[src/rtl/dino_jump_ctrl.sv]
// Jump/walk controller for a runner sprite: a six-phase parabolic-ish jump
// driven by a tick strobe, a one-deep jump buffer during descent, and a leg animation divider.
module dino_jump_ctrl #(
  parameter logic [8:0] GROUND_Y = 9'd146,
  parameter int         LEG_DIV  = 16
) (
  input  logic       clk,
  input  logic       rst,
  input  logic       tick,
  input  logic       jump_req,
  input  logic       freeze,
  output logic [8:0] y,
  output logic       busy,
  output logic       leg,
  output logic       jump_done,
  output logic [2:0] phase
);

  typedef enum logic [2:0] {
    S_IDLE = 3'd0,
    S_R6   = 3'd1,
    S_R4   = 3'd2,
    S_R2   = 3'd3,
    S_F2   = 3'd4,
    S_F4   = 3'd5,
    S_F6   = 3'd6
  } state_t;

  localparam logic [7:0] LEG_LAST = 8'(LEG_DIV - 1);

  state_t      state_q, state_d;
  logic [3:0]  cnt_q, cnt_d;
  logic [8:0]  y_q, y_d;
  logic        pend_q, pend_d;
  logic        leg_q, leg_d;
  logic [7:0]  legdiv_q, legdiv_d;
  logic        done_q, done_d;

  logic [8:0]  step_mag;
  logic [3:0]  cnt_last;
  logic        rising;

  // Per-phase motion table: step magnitude, last count index, and direction.
  always_comb begin
    step_mag = 9'd0;
    cnt_last = 4'd0;
    rising   = 1'b0;
    case (state_q)
      S_R6: begin step_mag = 9'd6; cnt_last = 4'd9;  rising = 1'b1; end
      S_R4: begin step_mag = 9'd4; cnt_last = 4'd9;  rising = 1'b1; end
      S_R2: begin step_mag = 9'd2; cnt_last = 4'd11; rising = 1'b1; end
      S_F2: begin step_mag = 9'd2; cnt_last = 4'd11; rising = 1'b0; end
      S_F4: begin step_mag = 9'd4; cnt_last = 4'd9;  rising = 1'b0; end
      S_F6: begin step_mag = 9'd6; cnt_last = 4'd9;  rising = 1'b0; end
      default: begin step_mag = 9'd0; cnt_last = 4'd0; rising = 1'b0; end
    endcase
  end

  // State register
  always_ff @(posedge clk) begin
    if (!rst) begin
      state_q  <= S_IDLE;
      cnt_q    <= 4'd0;
      y_q      <= GROUND_Y;
      pend_q   <= 1'b0;
      leg_q    <= 1'b0;
      legdiv_q <= 8'd0;
      done_q   <= 1'b0;
    end else begin
      state_q  <= state_d;
      cnt_q    <= cnt_d;
      y_q      <= y_d;
      pend_q   <= pend_d;
      leg_q    <= leg_d;
      legdiv_q <= legdiv_d;
      done_q   <= done_d;
    end
  end

  // Next-state logic; freeze holds everything and suppresses the landing pulse.
  always_comb begin
    state_d  = state_q;
    cnt_d    = cnt_q;
    y_d      = y_q;
    pend_d   = pend_q;
    leg_d    = leg_q;
    legdiv_d = legdiv_q;
    done_d   = 1'b0;
    if (!freeze) begin
      if (state_q == S_IDLE) begin
        if (tick) begin
          if (legdiv_q == LEG_LAST) begin
            leg_d    = ~leg_q;
            legdiv_d = 8'd0;
          end else begin
            legdiv_d = legdiv_q + 8'd1;
          end
        end
        // A tick coinciding with the start is consumed by IDLE, not by motion.
        if (jump_req) begin
          state_d = S_R6;
          cnt_d   = 4'd0;
        end
      end else begin
        if (state_q == S_F6 && jump_req) begin
          pend_d = 1'b1;
        end
        if (tick) begin
          y_d = rising ? (y_q - step_mag) : (y_q + step_mag);
          if (cnt_q == cnt_last) begin
            cnt_d = 4'd0;
            if (state_q == S_F6) begin
              y_d     = GROUND_Y;
              done_d  = 1'b1;
              state_d = pend_d ? S_R6 : S_IDLE;
              pend_d  = 1'b0;
            end else begin
              state_d = state_t'(state_q + 3'd1);
            end
          end else begin
            cnt_d = cnt_q + 4'd1;
          end
        end
      end
    end
  end

  // Output decode; all outputs come straight from registers.
  always_comb begin
    y         = y_q;
    busy      = (state_q != S_IDLE);
    leg       = leg_q;
    jump_done = done_q;
    phase     = state_q;
  end

endmodule
[config.mk]
export PLATFORM = sky130hd
export DESIGN_NAME = dino_jump_ctrl
export DESIGN_NICKNAME = d
export VERILOG_FILES = /design/src/rtl/dino_jump_ctrl.sv
export SDC_FILE = /design/constraint.sdc
export NUM_CORES = 1
export LEC_CHECK = 0
export CAP_MARGIN = 10
export CORE_ASPECT_RATIO = 2
export CORE_MARGIN = 5
export CORE_UTILIZATION = 60
export DETAILED_ROUTE_END_ITERATION = 6
export DONT_BUFFER_PORTS = 1
export HOLD_SLACK_MARGIN = 0.12
export PLACE_DENSITY = 0.76
export SLEW_MARGIN = 40
export SYNTH_ARGS = -nofsm -noshare
export SYNTH_HDL_FRONTEND = slang
export SYNTH_SLANG_ARGS = --single-unit
[constraint.sdc]
create_clock -name clk -period 3.17 [get_ports clk]
set_clock_uncertainty 0.1 [all_clocks]
set_input_delay 0.634 -clock clk [delete_from_list [all_inputs] [get_ports clk]]
set_output_delay 0.634 -clock clk [all_outputs]
set_load 0.005 [all_outputs]
==> results.py <==
metrics = {
    "critical_path": {
        "crit_family": "compound AO/OA/AOI/OAI gates",
        "timing.critical_path.buf_inv": 0,
        "required_ns": 3.24,
        "crit_path_max_incr_delay_ns": 0.32,
        "crit_fanout": 3,
        "path_cells": "and2_2 -> ha_1 -> or2b_2 -> a22o_1 -> ha_1 -> o21ai_0 -> a21boi_0 -> o21ai_0 -> a21boi_1 -> nor2_1 -> nor2_1 -> o32a_1",
        "cpMaxStageDelayCell": "dfxtp_1",
        "start_kind": "flip-flop",
        "worstSetupEndpointType": "flip-flop",
        "crit_arrival_ns": 3.03,
        "crit_type": "flip-flop to flip-flop",
    },
    "drt": {
        "drt_iter0_markers": 22,
        "drtAntennaViolNets": 0,
        "viasPerCell": 6.08,
        "wl_per_cell_um": 15.1,
        "drc": 0,
        "drt-pass1-iter-count": 4,
        "routed_wl_mm": 3.42,
        "vias": 1380,
    },
    "clocking": {
        "numCtsBuffers": 3,
        "clk_pin_slew_ns": 0.09,
        "htreeDepth": 1,
        "cts_tree": "built",
        "clock_sinks": 26,
        "clk_latency_ns": 0.27,
        "clock-root-buffer": "clkbuf_8",
        "clk_path_buf_depth": 2,
        "post_cts_buffers": 0,
    },
    "logic_synthesis": {
        "synth-compound-area-share_pct": 17.5,
        "yosysMostFrequentCell": "dfxtp_1",
        "syn-cell-area_sq_um": 1620,
        "synth.avg_cell_area_sq_um": 8.22,
        "synth_cells": 197,
        "ys_seq_area_share_pct": 32.1,
        "synth-xor-area-share_pct": 8.65,
        "synth_ff_type": "dfxtp_1",
        "syn_nets": 214,
        "yosys_warnings": 0,
        "synth_cell_types": 46,
        "synth_seq_cells": 26,
        "yosys.area.top_type": "dfxtp_1",
        "synth_area_leaders": "dfxtp_1 (32%), ha_1 (9.3%), xnor2_1 (6.5%)",
        "synth_common_cells": "dfxtp_1 (26), nand2_1 (24), nor2_1 (24)",
        "synth-edff-count": 0,
        "synth_top_family_by_area": "simple AND/OR/NAND/NOR gates",
        "synth_fa_ha_area_share_pct": 9.27,
        "muxShareOfSynthArea_pct": 1.24,
        "async_reset_ff_share_pct": 0,
        "synth-simple-area-share_pct": 25.7,
        "netlist.area_leader.share_pct": 32.1,
    },
    "place": {
        "gp_congestion": 0.826,
        "io_buffer_count": 0,
        "dp_slack_ns": 0.179,
        "place_area_sq_um": 1640,
        "dp_hpwl_mm": 2.67,
        "post-place-cells": 223,
    },
    "power_and_ir_drop": {
        "leakage_nw": 0.666,
        "switching_power_w": 0.000225,
        "ir_drop_mv": 0.351,
        "combPwrFrac_pct": 22.5,
        "powerDensity_nw_per_um2": 473,
        "clkPwrFrac_pct": 34.3,
        "p_int_w": 0.000584,
        "sequentialPowerShare_pct": 43.2,
        "switching_share_pct": 27.8,
    },
    "grt": {
        "grt_use_total_pct": 19.6,
        "antenna_found_initial": 0,
        "grt_max_degree": 19,
        "grt_pass1_wl_mm": 5.85,
        "first_global_vias": 1407,
        "gr-total-overflow": 0,
    },
    "hold_path": {
        "hp-class": "primary input to flip-flop",
    },
    "flow_run": {
        "maxCapViolCount": 0,
    },
    "floorplan": {
        "die_w_um": 46.7,
        "core_sq_um": 2570,
        "dieHeight_um": 83.5,
        "start_util_pct": 63.0,
        "core.rowCount": 26,
        "pin_count": 20,
        "fp.dieArea_sq_um": 3900,
    },
    "timing": {
        "max_freq_mhz": 337,
        "min_period_over_period_pct": 93.5,
        "finalSetupTns_ns": 0,
        "grt_setup_unrepaired": "no",
        "hold_viol_final": 0,
        "maxSlewViolCount": 0,
        "layout_setup_ws_ns": 0.207,
        "fin_crit_ns": 2.96,
        "report.final.setup_viol": 0,
    },
    "layout": {
        "drive_gt1_share_pct": 8.04,
        "n_antenna_cell": 0,
        "area_delta_synth_final_pct": 5.41,
        "fin_cells": 227,
        "design_area_sq_um": 1710,
        "nets": 217,
    },
    "status": {
        "outcome": "completed",
    },
}
==> stage by stage <==
step / utilization [%] / hold slack, ns / total power, W
4_1_cts: 66.5 / 0.365 / 0.000814
6_report: 66.5 / 0.369 / 0.000809
2_1_floorplan: - / 0.349 / 0.000503
3_3_place_gp: 63.7 / 0.391 / 0.000530
3_5_place_dp: 63.7 / 0.388 / 0.000539
5_1_grt: 66.5 / 0.366 / 0.000857
==> power groups by stage <==
| stage | logic (W) | registers [W] | clock network, W |
|---|---|---|---|
| after floorplan | 0.000146 | 0.000357 | 0 |
| after global placement | 0.000173 | 0.000357 | 0 |
| final | 0.000182 | 0.000350 | 0.000277 |
| after global routing | 0.000206 | 0.000352 | 0.000299 |
| after CTS | 0.000182 | 0.000350 | 0.000281 |
| after detailed placement | 0.000181 | 0.000358 | 0 |
==> logic make-up (layout without fill, tap and decap cells) <==
logic type	after synthesis	count (layout)
AND/OR/NAND/NOR	85	85
AO/OA/AOI/OAI	38	38
flip-flops	26	26
buffers and inverters	17	19
XOR/XNOR	16	16
adder cells (fa/ha/maj)	12	12
multiplexers	2	2
other	1	1
==> registers in the layout, indices dropped and copies added, names as in the netlist <==
register,flops
y,8
legdiv_q,8
jump_done,1
leg,1
cnt_q,4
phase,3
pend_q,1
==> worst register-to-register path: cells and delay by family (launching register included) <==
kind / cells / cell delay, ns
compound gates: 6 / 1.25
simple gates: 4 / 0.67
fa+ha+maj: 2 / 0.51
flops: 1 / 0.32
==> placed cells by master (no fill, tap or decap), drive strengths merged, types with 2 or more instances in the layout <==
| master | netlist | layout |
|---|---|---|
| or2 | 2 | 2 |
| mux2i | 2 | 2 |
| and2 | 6 | 6 |
| a21boi | 7 | 7 |
| nand2 | 24 | 24 |
| inv | 12 | 12 |
| nor2b | 3 | 3 |
| nor3b | 2 | 2 |
| o21a | 2 | 2 |
| ha | 12 | 12 |
| xnor2 | 12 | 12 |
| dfxtp | 26 | 26 |
| xor2 | 4 | 4 |
| o22ai | 3 | 3 |
| nand3 | 10 | 10 |
| a21oi | 5 | 5 |
| nand2b | 4 | 4 |
| or3 | 3 | 3 |
| o21ai | 9 | 9 |
| a31oi | 2 | 2 |
| nor2 | 24 | 24 |
| clkbuf | 1 | 3 |
| buf | 4 | 3 |
==> area by class of cell <==
type	instances	area, sq um
clock buffers	3	41.3
clock inverters	1	30.0
fillers	217	862
inverters	12	45.0
multi-input cells	154	1010
flip-flops and latches	26	520
well taps	28	35.0
repair buffers	3	22.5
==> per-layer routing <==
metal | routed length [um] | share of wire [%] | vias to the layer above | GRT usage [%]
met5 | 0 | 0 | - | 0
met4 | 138 | 4.0 | 0 | 10.6
met3 | 137 | 4.0 | 13 | 2.59
met2 | 1910 | 56 | 35 | 35.3
met1 | 1240 | 36 | 662 | 19.6
li1 | - | - | 670 | -
==> repair_timing <==
item | 4_1_cts | 5_1_grt
hold buffers | 0 | 0
setup endpoints to repair | 0 | 1
gates resized for setup | 0 | 1
==> final timing paths <==
path | from | slack, ns | depth (start not counted) | endpoint
max | phase[1]$_SDFFE_PN0P_ | 0.21 | 12 | y[7]$_SDFFE_PN1P_
min | rst | 0.37 | 2 | cnt_q[2]$_SDFFE_PN0P_
max reg2reg | phase[1]$_SDFFE_PN0P_ | 0.21 | 12 | y[7]$_SDFFE_PN1P_
min reg2reg | y[3]$_SDFFE_PN0P_ | 0.40 | 2 | y[3]$_SDFFE_PN0P_
Note: power is estimated with default switching activity, not from simulation.
